--- config.mk ---
export PLATFORM = sky130hd
export DESIGN_NAME = kalman_update_sched_flat
export DESIGN_NICKNAME = d
export VERILOG_FILES = /design/src/rtl/kalman_update_sched_if.sv /design/src/rtl/kalman_update_sched.sv /design/src/flat_wrapper.sv
export SDC_FILE = /design/constraint.sdc
export NUM_CORES = 1
export LEC_CHECK = 0
export CORE_MARGIN = 10
export CORE_UTILIZATION = 45
export CTS_CLUSTER_SIZE = 28
export DETAILED_ROUTE_END_ITERATION = 10
export PLACE_DENSITY = 0.74
export SLEW_MARGIN = 20
export SYNTH_ARGS = -nofsm -noshare
export SYNTH_HDL_FRONTEND = slang
export SYNTH_SLANG_ARGS = --single-unit
--- constraint.sdc ---
create_clock -name clk -period 3.2 [get_ports clk]
set_input_delay 0.48 -clock clk [delete_from_list [all_inputs] [get_ports clk]]
set_output_delay 0.48 -clock clk [all_outputs]
set_load 0.02 [all_outputs]
--- src/rtl/kalman_update_sched_if.sv ---
// kalman_update_sched_if: ADC AXIS sample stream plus the start/done handshake
// to the shared Kalman arithmetic unit; master is the scheduler side.
interface kalman_update_sched_if #(
    parameter int AXIS_TDATA_WIDTH = 32
);
    logic [AXIS_TDATA_WIDTH-1:0] S_AXIS_IN_tdata;
    logic                        S_AXIS_IN_tvalid;
    logic                        S_AXIS_IN_tready;
    logic                        op_start;
    logic [2:0]                  op_code;
    logic                        op_done;

    modport master (
        input  S_AXIS_IN_tdata, S_AXIS_IN_tvalid, op_done,
        output S_AXIS_IN_tready, op_start, op_code
    );

    modport slave (
        output S_AXIS_IN_tdata, S_AXIS_IN_tvalid, op_done,
        input  S_AXIS_IN_tready, op_start, op_code
    );
endinterface

--- src/rtl/kalman_update_sched.sv ---
// kalman_update_sched: captures one ADC sample per period and sequences the scalar
// Kalman ops through a shared arithmetic unit, reporting overruns and unit timeouts.
module kalman_update_sched #(
    parameter int AXIS_TDATA_WIDTH = 32,
    parameter int ADC_WIDTH        = 14,
    parameter int PERIOD_WIDTH     = 16,
    parameter int TIMEOUT_CYCLES   = 256
) (
    input  logic                    clk,
    input  logic                    rst,
    kalman_update_sched_if.master   bus,
    input  logic                    enable,
    input  logic [PERIOD_WIDTH-1:0] period,
    input  logic                    init_req,
    output logic [ADC_WIDTH-1:0]    sample_out,
    output logic                    sample_load,
    output logic                    update_done,
    output logic                    busy,
    output logic                    timeout_err,
    output logic [PERIOD_WIDTH-1:0] overrun_cnt
);
    localparam int WW = $clog2(TIMEOUT_CYCLES);

    typedef enum logic [2:0] {S_IDLE, S_WAIT_SAMPLE, S_ISSUE, S_WAIT_DONE, S_COMMIT} state_t;

    state_t                  r_state, w_next;
    logic [PERIOD_WIDTH-1:0] r_timer, r_ovr;
    logic [WW-1:0]           r_wait;
    logic [2:0]              r_op, w_op;
    logic [ADC_WIDTH-1:0]    r_sample;
    logic                    r_load, r_init_pend, r_timeout;
    logic                    w_active, w_tick, w_capture, w_expire, w_issue0, w_overrun;

    assign w_active  = enable && period != '0;
    assign w_tick    = w_active && r_timer == period - PERIOD_WIDTH'(1);
    assign w_issue0  = r_state == S_ISSUE && r_op == 3'd0;
    // a tick that cannot start an update (busy, or init about to take IDLE) is lost
    assign w_overrun = w_tick && (r_state != S_IDLE || r_init_pend);
    assign w_capture = r_state == S_WAIT_SAMPLE && bus.S_AXIS_IN_tvalid;
    assign w_expire  = r_state == S_WAIT_DONE && !bus.op_done && r_wait == WW'(TIMEOUT_CYCLES - 1);

    assign bus.S_AXIS_IN_tready = r_state == S_WAIT_SAMPLE;
    assign bus.op_start         = r_state == S_ISSUE;
    assign bus.op_code          = r_op;
    assign update_done          = r_state == S_COMMIT;
    assign busy                 = r_state != S_IDLE;
    assign sample_out           = r_sample;
    assign sample_load          = r_load;
    assign timeout_err          = r_timeout;
    assign overrun_cnt          = r_ovr;

    always_comb begin
        w_next = r_state;
        w_op   = r_op;
        case (r_state)
            S_IDLE: begin
                w_next = r_init_pend ? S_ISSUE : w_tick ? S_WAIT_SAMPLE : S_IDLE;
                w_op   = r_init_pend ? 3'd0 : r_op;
            end
            S_WAIT_SAMPLE: begin
                w_next = w_capture ? S_ISSUE : S_WAIT_SAMPLE;
                w_op   = w_capture ? 3'd1 : r_op;
            end
            S_ISSUE: w_next = S_WAIT_DONE;
            S_WAIT_DONE: begin
                if (bus.op_done) begin
                    w_next = r_op == 3'd0 ? S_IDLE : r_op >= 3'd5 ? S_COMMIT : S_ISSUE;
                    w_op   = (r_op == 3'd0 || r_op >= 3'd5) ? r_op : r_op + 3'd1;
                end else if (w_expire) begin
                    w_next = S_IDLE;
                end
            end
            S_COMMIT: w_next = S_IDLE;
            default:  w_next = S_IDLE;
        endcase
    end

    always_ff @(posedge clk or posedge rst) begin
        if (rst) begin
            r_state     <= S_IDLE;
            r_op        <= '0;
            r_timer     <= '0;
            r_wait      <= '0;
            r_ovr       <= '0;
            r_sample    <= '0;
            r_load      <= 1'b0;
            r_init_pend <= 1'b0;
            r_timeout   <= 1'b0;
        end else begin
            r_state     <= w_next;
            r_op        <= w_op;
            r_timer     <= (!w_active || w_tick) ? '0 : r_timer + PERIOD_WIDTH'(1);
            r_wait      <= r_state == S_WAIT_DONE ? r_wait + WW'(1) : '0;
            r_init_pend <= init_req | (r_init_pend & ~w_issue0);
            r_timeout   <= w_expire | (r_timeout & ~w_issue0);
            r_load      <= w_capture;
            if (w_capture)
                r_sample <= bus.S_AXIS_IN_tdata[ADC_WIDTH-1:0];
            if (w_overrun && r_ovr != '1)
                r_ovr <= r_ovr + PERIOD_WIDTH'(1);
        end
    end
endmodule

--- src/flat_wrapper.sv ---
// flat-port wrapper written by rule: the top's interface ports become plain ports
module kalman_update_sched_flat 
#(
    parameter int AXIS_TDATA_WIDTH = 32,
    parameter int ADC_WIDTH        = 14,
    parameter int PERIOD_WIDTH     = 16,
    parameter int TIMEOUT_CYCLES   = 256
)
  (clk, rst, enable, period, init_req, sample_out, sample_load, update_done, busy, timeout_err, overrun_cnt, bus_S_AXIS_IN_tdata, bus_S_AXIS_IN_tvalid, bus_op_done, bus_S_AXIS_IN_tready, bus_op_start, bus_op_code);
  kalman_update_sched_if #(.AXIS_TDATA_WIDTH(AXIS_TDATA_WIDTH)) bus_i ();
  input  logic clk;
  input  logic rst;
  input  logic enable;
  input  logic [PERIOD_WIDTH-1:0] period;
  input  logic init_req;
  output logic [ADC_WIDTH-1:0] sample_out;
  output logic sample_load;
  output logic update_done;
  output logic busy;
  output logic timeout_err;
  output logic [PERIOD_WIDTH-1:0] overrun_cnt;
  input wire logic [$bits(bus_i.S_AXIS_IN_tdata)-1:0] bus_S_AXIS_IN_tdata;
  input wire logic [$bits(bus_i.S_AXIS_IN_tvalid)-1:0] bus_S_AXIS_IN_tvalid;
  input wire logic [$bits(bus_i.op_done)-1:0] bus_op_done;
  output wire logic [$bits(bus_i.S_AXIS_IN_tready)-1:0] bus_S_AXIS_IN_tready;
  output wire logic [$bits(bus_i.op_start)-1:0] bus_op_start;
  output wire logic [$bits(bus_i.op_code)-1:0] bus_op_code;
  assign bus_i.S_AXIS_IN_tdata = bus_S_AXIS_IN_tdata;
  assign bus_i.S_AXIS_IN_tvalid = bus_S_AXIS_IN_tvalid;
  assign bus_i.op_done = bus_op_done;
  assign bus_S_AXIS_IN_tready = bus_i.S_AXIS_IN_tready;
  assign bus_op_start = bus_i.op_start;
  assign bus_op_code = bus_i.op_code;
  kalman_update_sched #(.AXIS_TDATA_WIDTH(AXIS_TDATA_WIDTH), .ADC_WIDTH(ADC_WIDTH), .PERIOD_WIDTH(PERIOD_WIDTH), .TIMEOUT_CYCLES(TIMEOUT_CYCLES)) u_core (.clk(clk), .rst(rst), .bus(bus_i), .enable(enable), .period(period), .init_req(init_req), .sample_out(sample_out), .sample_load(sample_load), .update_done(update_done), .busy(busy), .timeout_err(timeout_err), .overrun_cnt(overrun_cnt));
endmodule
======== Word level (Yosys, flattened, before mapping) ========
Index checks and enable logic that the tools add are counted.
word-level totals
  register bits ........................... 63
  input port bits ......................... 54
  output and inout port bits .............. 39
operators by class
  $add $sub $neg .......................... 5
  order comparisons ....................... 1
  equality and inequality tests ........... 12
  mux-type cells .......................... 15
  bitwise gates (word level) .............. 5
  reductions and logical operators ........ 19
operator list
  kind                   count
  $add 16x1->16 const B  2
  $mux 3                 9
  $eq 16x16->1           1
  $mux 16                1
  $ne 16x16->1 const B   1
  $reduce_bool 16->1     1
  $sub 16x1->16 const B  1
  $pmux 3 s4             1
  $pmux 3 s3             1
  $add 8x1->8 const B    1
  $eq 8x8->1 const B     1
  $logic_and 1x1->1      8
  $mux 8                 1
  $eq 3x2->1 const B     2
  $logic_not 3->1        2
  $reduce_bool 3->1      2
  $reduce_and 5->1       1
  $ne 2x1->1 const B     2
  $ne 2x2->1 const B     2
  $add 3x1->3 const B    1
  $eq 3x1->1 const B     1
  $eq 3x3->1 const B     1
  $ge 3x3->1 const B     1
  $logic_or 1x1->1       3
  7 further kinds        10

======== Logic depth before layout (Yosys ltp) ========
  word-level depth ........................ 6
  gate-level depth with buffers ........... 11
  gate-level depth less buffers ........... 10

======== Least setup slack after synthesis ========
No wires, ideal clock.
  path type ............................... input-to-reg
  start ................................... in period[2]
  end ..................................... reg u_core.r_timer[8]
  data arrival time ....................... 2966 ps
  data required time ...................... 3081 ps
  path slack .............................. 115 ps
  cell stages on the path ................. 10
  path through ............................ buf_6 > nor3_2 > xnor2_1 > nand4_1 > or4_4 > or4_4 > or4_4 > nand3_4 > buf_8 > nor2_1
between the ends
  cells in the longest elaborated chain, start to end .. 5
  elaborated cells on any way between the ends .. 8
  classes of those cells .................. add/sub (1); eq/ne (1); mux (1); reduce/logical (5)
ends and longest elaborated chain
  item                                                         RTL line                                              text
  start, declared                                              flat_wrapper.sv:14                                    input logic [PERIOD_WIDTH-1:0] period;
  $sub 16x1->16 / $reduce_bool 16->1 (equally long branches)   kalman_update_sched.sv:35, kalman_update_sched.sv:34
  $eq 16x16->1 / $logic_and 1x1->1 (equally long branches)     kalman_update_sched.sv:35, kalman_update_sched.sv:34
  $logic_and 1x1->1 / $logic_not 1->1 (equally long branches)  kalman_update_sched.sv:35, kalman_update_sched.sv:92
  $logic_or 1x1->1 *                                           kalman_update_sched.sv:92                             r_timer <= (!w_active || w_tick) ? '0 : r_timer + PERIOD_WIDTH'(1);
  $mux 16 *                                                    kalman_update_sched.sv:92
  end signal, assigned                                         kalman_update_sched.sv:92
  end, declared                                                kalman_update_sched.sv:27                             logic [PERIOD_WIDTH-1:0] r_timer, r_ovr;
Every way passes the cells marked *; elsewhere a longest branch is shown, timed or not.
A chain may end at the register's enable or synchronous reset.

======== Final worst setup path ========
  start ................................... in period[2]
  end ..................................... reg u_core.r_ovr[1], in the netlist u_core.overrun_cnt[1]
between the ends
  cells in the longest elaborated chain, start to end .. 5
  elaborated cells on any way between the ends .. 7
  classes of those cells .................. add/sub (1); eq/ne (1); reduce/logical (5)
ends and longest elaborated chain
  item                                                        RTL line                                              text
  $sub 16x1->16 / $reduce_bool 16->1 (equally long branches)  kalman_update_sched.sv:35, kalman_update_sched.sv:34
  $eq 16x16->1 / $logic_and 1x1->1 (equally long branches)    kalman_update_sched.sv:35, kalman_update_sched.sv:34
  $logic_and 1x1->1 *                                         kalman_update_sched.sv:35                             assign w_tick = w_active && r_timer == period - PERIOD_WIDTH'(1);
  $logic_and 1x1->1 *                                         kalman_update_sched.sv:38                             assign w_overrun = w_tick && (r_state != S_IDLE || r_init_pend);
  $logic_and 1x1->1 *                                         kalman_update_sched.sv:99                             if (w_overrun && r_ovr != '1)
  end signal, assigned                                        kalman_update_sched.sv:100                            r_ovr <= r_ovr + PERIOD_WIDTH'(1);
  end, declared                                               kalman_update_sched.sv:27
Marked as above.

==> flow_metrics.tcl <==
set metrics [dict create \
    reg2regPathDepth 8 \
    cp_max_fo 4 \
    grt_max_degree 42 \
    reg2reg_to "u_core.overrun_cnt[1]" \
    dp_slack_ns -0.401 \
    die_x_microns 108 \
    crit_buf_inv 2 \
    slew_violations 0 \
    insertion_delay_ns 0.34 \
    cp_data_required_time_ns 3.42 \
    place.detailed.hpwl_microns 6290 \
    synth_edf_count 0 \
    routed_via_density 5.27 \
    reg2reg_slack_ns 0.35 \
    areaGrowthSynthToFinish_pct 35.4 \
    hold_buffers 0 \
    ios 93 \
    post_dp_cell_area_sq_um 4510 \
    grt_pass1_vias 2885 \
    port_buffers 74 \
    drive_gt1_share_pct 16.2 \
    yosysWarnings 0 \
    overflow 0 \
    drt.antenna.violating_nets 0 \
    core_sq_um 7650 \
    ys_types 51 \
    fin_skew_ns 0.0122 \
    synth_nets 407 \
    root_buffer "clkbuf_8" \
    tightest_slew_ns 0.760 \
    peakVddDrop_v 0.000480 \
    track_usage_pct 14.1 \
    start_util_pct 45.9 \
    crit_type "in -> reg" \
    antenna_found_initial 0 \
    die_area_sq_um 11700 \
    p_leak_uw 0.00204 \
    die_y_microns 108 \
    placedCellCount 534 \
    finalHoldViolations 0 \
    fin_crit_sh_pct 95.6 \
    synthFlopType "dfrtp_1" \
    rows 32 \
    vias 2915 \
    hold_path.class "reg -> reg" \
    cts_made_buffers 9 \
    ys_seq_area_share_pct 44.9 \
    post_drt_wl_per_cell_microns 15.2 \
    finalSetupViolations 0 \
    final_area_sq_um 4760 \
    outcome "completed" \
    start_kind "primary input" \
    finalPower_uw 2600 \
    cp_common_cell "or4_4" \
    grt_pass1_wl_microns 13500 \
    gp_congestion 0.825 \
    instances_no_fill 553 \
    worstReg2RegStart "u_core.r_timer[3]" \
    critPathSlowestCell "or4_4" \
    synth-async-reset-ratio_pct 100 \
    setup_tns_ns 0 \
    drc 0 \
    dr.pass1.iters 4 \
    nNetsFinal 509 \
    drtIter0Drc 77 \
    wl_microns 8420 \
    crit_family "simple AND/OR/NAND/NOR gates" \
    syn_area_sq_um 3510 \
    hold_start "u_core.r_wait[0]" \
    tritoncts "done" \
    holdPathStages 1 \
    synth_seq_cells 63 \
    holdPathEnd "u_core.r_wait[0]" \
    slowest_delay_ns 0.52 \
    cts_max_level 3 \
    clock_path_buffers 2 \
    crit_arrival_ns 3.28 \
    finalCriticalPeriod_ns 3.06 \
    drv_cap 0 \
    syn_area_per_cell_sq_um 10.2 \
    path_cells "clkdlybuf4s50_1 -> nor3_4 -> xnor2_1 -> nand4_1 -> or4_4 -> or4_4 -> nor4_4 -> buf_4 -> mux2_2" \
    numClockSinks 63 \
    postSynthCellCount 345 \
    end_kind "flop" \
    powerDensity_nw_per_um2 546 \
    nFillCells 643 \
    clk_pin_slew_ns 0.07 \
    max_freq_mhz 327 \
    finalWorstSetupSlack_ns 0.141 \
    antenna_cells 0 \
    max_slew_margin_pct 49.3 \
]
## final cells by class
| class | instances | area (sq um) | area share, % |
|---|---|---|---|
| Timing Repair Buffer | 101 | 980 | 20.6 |
| Sequential cell | 63 | 1580 | 33.1 |
| Clock buffer | 11 | 141 | 2.97 |
| Tap cell | 102 | 128 | 2.68 |
| Inverter | 10 | 37.5 | 0.789 |
| Multi-Input combinational cell | 262 | 1870 | 39.3 |
| Clock inverter | 4 | 22.5 | 0.474 |
## flip-flops by register name, summed over array words and instances, names as in the netlist
register            count
u_core.overrun_cnt     16
u_core.r_timer         16
u_core.sample_out      14
u_core.r_wait           8
u_core.bus.op_code      3
u_core.r_state          3
u_core.r_init_pend      1
u_core.sample_load      1
u_core.timeout_err      1
## worst reg2reg max path: stages (launching register included)
cell     delay (ns)
dfrtp_1        0.43
xor2_1         0.19
xnor2_1        0.15
nand4_1        0.12
or4_4          0.52
or4_4          0.52
nor4_4         0.34
buf_4          0.17
mux2_2         0.32
## worst max path at each step
stage                         start               endpoint  slack [ns]  cells after the start
after floorplan           period[2]      u_core.r_timer[8]        0.12                     10
after global routing      period[4]  u_core.overrun_cnt[1]      -0.002                     10
final                     period[2]  u_core.overrun_cnt[1]        0.14                      9
after CTS                 period[0]  u_core.overrun_cnt[8]       0.004                     11
after detailed placement  period[0]     u_core.r_timer[13]       -0.40                     10
after global placement    period[0]      u_core.r_timer[7]       -0.37                     10
## per-layer routing
| metal | vias up | GRT usage [%] | wire [microns] |
|---|---|---|---|
| met5 | - | 0 | 0 |
| met4 | 0 | 5.37 | 112 |
| met3 | 11 | 4.22 | 506 |
| met2 | 59 | 23.5 | 4110 |
| met1 | 1431 | 16.7 | 3690 |
| li1 | 1414 | - | - |
## cells in the final DEF, fill, tap and decap left out, types with 11 or more instances in the layout
cell type,Yosys,layout
nand3_1,19,19
clkdlybuf4s50_1,0,71
nor2_1,40,40
mux2_2,16,16
xor2_1,20,20
and3_1,17,17
nand2_1,18,18
buf_4,1,24
dfrtp_1,63,63
xnor2_1,34,34
o21ai_0,12,11
## cell usage after synthesis (4+ instances only)
cell type,instances,share of area [%]
a21oi_1,6,0.85
and2_1,7,1.2
and3_1,17,3.0
clkbuf_1,6,0.64
dfrtp_1,63,45
ha_1,8,2.8
inv_1,10,1.1
mux2_2,16,5.1
nand2_1,18,1.9
nand2b_1,4,0.71
nand3_1,19,2.7
nand4_1,10,1.8
nor2_1,40,4.3
nor3_1,6,0.85
o21ai_0,12,1.7
xnor2_1,34,8.5
xor2_1,20,5.0
## stage by stage
stage,utilization [%],hold slack [ns]
6_report,62.2,0.464
5_1_grt,62.2,0.482
4_1_cts,61.2,0.466
3_5_place_dp,59.0,0.457
3_3_place_gp,59.0,0.442
2_1_floorplan,-,0.425
## power by group
group / internal, uW / leakage (uW) / total (uW) / switching, uW
clock network: 294 / 0.0000850 / 603 / 309
logic: 463 / 0.00112 / 941 / 478
registers: 937 / 0.000836 / 1050 / 114
## kinds of logic (layout without fill, tap and decap cells)
family                   after synthesis  after routing  share of synthesized area, %
AND/OR/NAND/NOR                      149            150                          24.4
flip-flops                            63             63                          44.9
XOR/XNOR                              54             54                          13.5
AO/OA/AOI/OAI                         33             33                          6.05
buffers and inverters                 21            126                          2.92
multiplexers                          17             17                          5.41
adder cells (fa/ha/maj)                8              8                          2.85
## repair_timing
action                                  in CTS  in global routing
resized for setup                            1                 10
setup buffers                                0                  2
cloned                                       0                  2
pin swaps                                    0                  7
endpoints found under the hold margin        0                  0
endpoints found under the setup margin      23                 28
(Power assumes the default switching activity.)
